### config.mk
export PLATFORM = sky130hd
export DESIGN_NAME = sec_an_decoder_ctrl
export DESIGN_NICKNAME = d
export VERILOG_FILES = /design/src/rtl/sec_an_decoder_ctrl.sv
export SDC_FILE = /design/constraint.sdc
export NUM_CORES = 1
export LEC_CHECK = 0
export CAP_MARGIN = 30
export CORE_ASPECT_RATIO = 1.2
export CORE_MARGIN = 3
export CORE_UTILIZATION = 65
export CTS_BUF_LIST = sky130_fd_sc_hd__clkbuf_2
export DETAILED_ROUTE_END_ITERATION = 10
export DONT_BUFFER_PORTS = 1
export MAX_ROUTING_LAYER = met4
export PLACE_DENSITY = 0.8
export SLEW_MARGIN = 0
export SYNTH_ARGS = -nofsm -noshare
export SYNTH_HDL_FRONTEND = slang
export SYNTH_SLANG_ARGS = --single-unit
### constraint.sdc
create_clock -name clk -period 8.8 [get_ports clk]
set_clock_uncertainty 0.1 [all_clocks]
set_input_delay 0.44 -clock clk [delete_from_list [all_inputs] [get_ports clk]]
set_output_delay 0.44 -clock clk [all_outputs]
set_load 0.05 [all_outputs]
### src/rtl/sec_an_decoder_ctrl.sv
// Sequential single-error-correcting decoder for the AN code (A = 1939, 8-bit data).
// Bit-serial remainder, signed error-location lookup, correction, then restoring division.
module sec_an_decoder_ctrl #(
  parameter int A     = 1939,
  parameter int NBITS = 19,
  parameter int DBITS = 8
) (
  input  logic             clk,
  input  logic             rst,
  input  logic             in_valid,
  output logic             in_ready,
  input  logic [NBITS-1:0] in_code,
  output logic             out_valid,
  input  logic             out_ready,
  output logic [DBITS-1:0] out_data,
  output logic [5:0]       out_loc,
  output logic             out_corr,
  output logic             out_uncorr
);

  localparam int XW = NBITS + 2;
  localparam int RW = $clog2(A) + 1;
  localparam int CW = $clog2(NBITS);
  localparam int IW = $clog2(DBITS);
  localparam logic [RW-1:0] AR   = RW'(A);
  localparam logic [XW-1:0] AX   = XW'(A);
  localparam logic [XW-1:0] XMAX = XW'(((1 << DBITS) - 1) * A);

  // Handshake: a transfer happens on a rising edge where valid and ready are both high;
  // the producer holds its data stable from valid rising until that edge.
  typedef enum logic [2:0] {IDLE, MOD, LOOKUP, CORR, DIV, DONE} state_t;

  state_t state, nstate;

  logic [NBITS-1:0] x;
  logic [RW-1:0]    r;
  logic [CW-1:0]    cnt;
  logic [5:0]       loc;
  logic [XW-1:0]    rem;
  logic [DBITS-1:0] q;
  logic [IW-1:0]    i;
  logic             corr, uncorr;

  logic [RW-1:0]    r_shift, r_next, p, p2;
  logic [5:0]       lk, mag;
  logic [XW-1:0]    delta, xc, div_d;
  logic             in_range, corr_c, uncorr_c, div_hit;
  logic [DBITS-1:0] q_next;

  always_ff @(posedge clk or posedge rst) begin
    if (rst) state <= IDLE;
    else     state <= nstate;
  end

  always_comb begin
    nstate    = state;
    in_ready  = 1'b0;
    out_valid = 1'b0;
    case (state)
      IDLE: begin
        in_ready = 1'b1;
        if (in_valid) nstate = MOD;
      end
      MOD:    if (cnt == '0) nstate = LOOKUP;
      LOOKUP: nstate = CORR;
      CORR:   nstate = DIV;
      DIV:    if (i == '0) nstate = DONE;
      DONE: begin
        out_valid = 1'b1;
        if (out_ready) nstate = IDLE;
      end
      default: nstate = IDLE;
    endcase
  end

  // 2r + bit stays below 2A, so one conditional subtract keeps r reduced.
  always_comb begin
    r_shift = {r[RW-2:0], x[cnt]};
    r_next  = (r_shift >= AR) ? r_shift - AR : r_shift;
  end

  // Walk 2^(k-1) mod A; a remainder equal to it (or to its negation) names the bit in error.
  always_comb begin
    lk = '0;
    p  = RW'(1);
    p2 = '0;
    for (int k = 1; k <= NBITS; k++) begin
      if (r == p)           lk = 6'(k);
      else if (r == AR - p) lk = 6'(-k);
      p2 = {p[RW-2:0], 1'b0};
      p  = (p2 >= AR) ? p2 - AR : p2;
    end
  end

  // Correction in two's complement so an over-correction below zero is detectable.
  always_comb begin
    mag      = loc[5] ? (~loc + 6'd1) : loc;
    delta    = (loc == '0) ? '0 : (XW'(1) << (mag - 6'd1));
    xc       = loc[5] ? XW'(x) + delta : XW'(x) - delta;
    in_range = !xc[XW-1] && (xc <= XMAX);
    corr_c   = (loc != '0) && in_range;
    uncorr_c = ((r != '0) && (loc == '0)) || !in_range;
  end

  always_comb begin
    div_d     = AX << i;
    div_hit   = (rem >= div_d);
    q_next    = q;
    q_next[i] = div_hit;
  end

  always_ff @(posedge clk or posedge rst) begin
    if (rst) begin
      x          <= '0;
      r          <= '0;
      cnt        <= '0;
      loc        <= '0;
      rem        <= '0;
      q          <= '0;
      i          <= '0;
      corr       <= 1'b0;
      uncorr     <= 1'b0;
      out_data   <= '0;
      out_loc    <= '0;
      out_corr   <= 1'b0;
      out_uncorr <= 1'b0;
    end else begin
      case (state)
        IDLE: if (in_valid) begin
          x   <= in_code;
          r   <= '0;
          cnt <= CW'(NBITS - 1);
        end
        MOD: begin
          r   <= r_next;
          cnt <= cnt - 1'b1;
        end
        LOOKUP: loc <= lk;
        CORR: begin
          rem    <= xc;
          corr   <= corr_c;
          uncorr <= uncorr_c;
          q      <= '0;
          i      <= IW'(DBITS - 1);
        end
        DIV: begin
          if (div_hit) rem <= rem - div_d;
          q <= q_next;
          i <= i - 1'b1;
          if (i == '0) begin
            out_data   <= uncorr ? '0 : q_next;
            out_loc    <= uncorr ? '0 : loc;
            out_corr   <= corr;
            out_uncorr <= uncorr;
          end
        end
        DONE: if (out_ready) begin
          out_data   <= '0;
          out_loc    <= '0;
          out_corr   <= 1'b0;
          out_uncorr <= 1'b0;
        end
        default: ;
      endcase
    end
  end

endmodule
==> results.cfg <==
[detailed_routing]
vias_per_cell = 6.37
wl_per_cell_um = 18.1
drcViolationCount = 0
drt-initial-drc-count = 779
num_vias = 7910
drt_wl_total_um = 22500
antenna_left = 0
drt_first_pass_iters = 5

[clock_tree]
cts_tree = done
cts_root_buf = clkbuf_2
clock_path_buffers = 2
clk-insertion-delay-late_ns = 0.59
h-tree-depth = 3
postCtsResizedCells = 0
numCtsBuffers = 9
path_clk_slew_ns = 0.33
clock_sinks = 95

[grt]
antenna_found_initial = 1
gr-total-overflow = 0
grt_pass1_vias = 7162
grt_max_degree = 59
grt_pass1_wl_um = 35800
grt_use_total = 0.330

[floorplanning]
initial_core_util = 0.672
dieHeight_um = 129
rows = 44
ioPinCount = 41
coreArea_um2 = 12300
fp.dieArea_um2 = 14100
die-width_um = 109

[timing]
finalHoldViolCount = 0
post-route-period-util = 0.707
rsz0062_at_grt = false
drv_slew = 0
setup_viol = 0
slew_headroom = 0.282
max_freq_mhz = 161
period_minus_slack_ns = 6.22
fin_setup_tns_ns = 0
worstMarginPinSlew_ns = 1.08

[synth]
yosysUniqueCellTypes = 71
syn_avg_cell_area_um2 = 7.59
synth_edf_count = 0
synth.cell_area_um2 = 8250
async_flop_share = 1.00
synth_ff_type = dfrtp_1
synthCells = 1086
syn_nets = 1166
ys_seq_area_frac = 0.288
synth_seq_cells = 95
yosysWarningCount = 0

[finish]
multi_input_area_um2 = 5510
area_growth_pct = 4.87
regArea_um2 = 2380
mostFrequentLayoutCells = nand2_1 (163), nor2_1 (106), dfrtp_1 (95)
layout_commonest_cell = nand2_1
nets = 1155
drive_gt1_frac = 0.0481
fillers = 1028

[setup_path]
crit_type = flop to flop
r2r_slack_ns = 2.58
critPathBufInv = 1
crit_top_cell = nor2_1
start_kind = flop
cp_max_fo = 15
critPathArrivalTime_ns = 6.64
critPathCaptureType = flop
cp_slowest_stage_delay_ns = 0.70
critPathSlowestCell = dfrtp_1
worstPathRequired_ns = 9.22
cp_top_family = simple AND/OR/NAND/NOR gates

[place]
io_buffer_count = 0
gp_congestion = 1.07
dpl.hpwl_um = 16800

[run]
maxCapViolCount = 0

[run_status]
status = finished, final reports clean

[worst_hold_path]
min_path_type = primary input to flop
flip-flops by register name, summed over array words and instances (netlist names), 3 cells and up:
register,count
x,19
state,3
cnt,5
r,12
out_data,8
out_loc,6
loc,6
rem,21
i,3
q,8
stage by stage:
| stage | utilization | cell area (um2) | std cells | setup slack (ns) | hold slack (ns) |
|---|---|---|---|---|---|
| final | 0.704 | 8650 | 1242 | 2.58 | 0.110 |
| after CTS | 0.703 | 8630 | 1240 | 2.66 | 0.0924 |
| after global routing | 0.704 | 8650 | 1242 | 2.11 | 0.0777 |
| after floorplan | - | 8250 | 1086 | 3.35 | 0.356 |
| after detailed placement | 0.676 | 8300 | 1203 | 2.73 | 0.276 |
| after global placement | 0.676 | 8300 | 1203 | 2.93 | 0.271 |
layer usage:
layer | GRT usage | part of all wire | vias up
met5 | - | 0 | -
met4 | 0.126 | 0.037 | 0
met3 | 0.0394 | 0.057 | 68
met2 | 0.535 | 0.48 | 301
met1 | 0.425 | 0.43 | 3676
li1 | - | - | 3865
tightest hold or removal path, stage by stage:
cell	delay, ns
a22oi_1	0.04
buf_4	0.20
nand2_1	0.08
o21ai_0	0.07
timing repair:
action,CTS,global route
endpoints found under the hold margin,58,0
setup endpoints to repair,0,0
hold buffers,21,0
setup buffers,0,0
cell type report:
class / instances / share of cell area
tap: 161 / 0.0233
antenna: 1 / 0.000289
sequential: 95 / 0.275
inverter: 46 / 0.0203
clock inverter: 7 / 0.00868
timing repair buffer: 28 / 0.0308
multi-input combinational: 895 / 0.637
clock buffer: 9 / 0.00521
cell families (layout without fill, tap and decap cells):
kind of cell | Yosys count | in the layout | synth area share
XOR/XNOR | 50 | 50 | 0.0531
other | 0 | 1 | 0
flip-flops | 95 | 95 | 0.288
buffers and inverters | 96 | 90 | 0.0451
multiplexers | 19 | 19 | 0.0272
AND/OR/NAND/NOR | 454 | 454 | 0.255
adder cells (fa/ha/maj) | 57 | 57 | 0.0883
AO/OA/AOI/OAI | 315 | 315 | 0.243
path summary, 6_finish.rpt:
kind                           start    endpoint  depth (start not counted)
setup / recovery              loc[0]        corr                         25
hold / removal             out_ready  out_loc[1]                          4
setup reg to reg              loc[0]        corr                         25
hold reg to reg               rem[2]      rem[2]                          2
max in group asynchronous        rst        x[2]                          3
min in group asynchronous        rst        q[7]                          2
cells in the mapped netlist (12+ instances only):
cell,n,area share
a21o_1,12,0.011
a21oi_1,80,0.049
a22o_1,14,0.015
a31oi_1,20,0.015
clkbuf_1,42,0.019
dfrtp_1,95,0.29
ha_1,55,0.083
inv_1,44,0.020
mux2i_1,13,0.016
nand2_1,163,0.074
nand2b_1,20,0.015
nand3_1,48,0.029
nor2_1,107,0.049
nor2b_1,21,0.016
nor3_1,30,0.018
o21ai_0,83,0.050
o22ai_1,16,0.012
xnor2_1,35,0.037
xor2_1,15,0.016
Power is left out: the tool's default activity adds up to more than one toggle a clock period on the data nets, which glitch-free logic cannot reach.
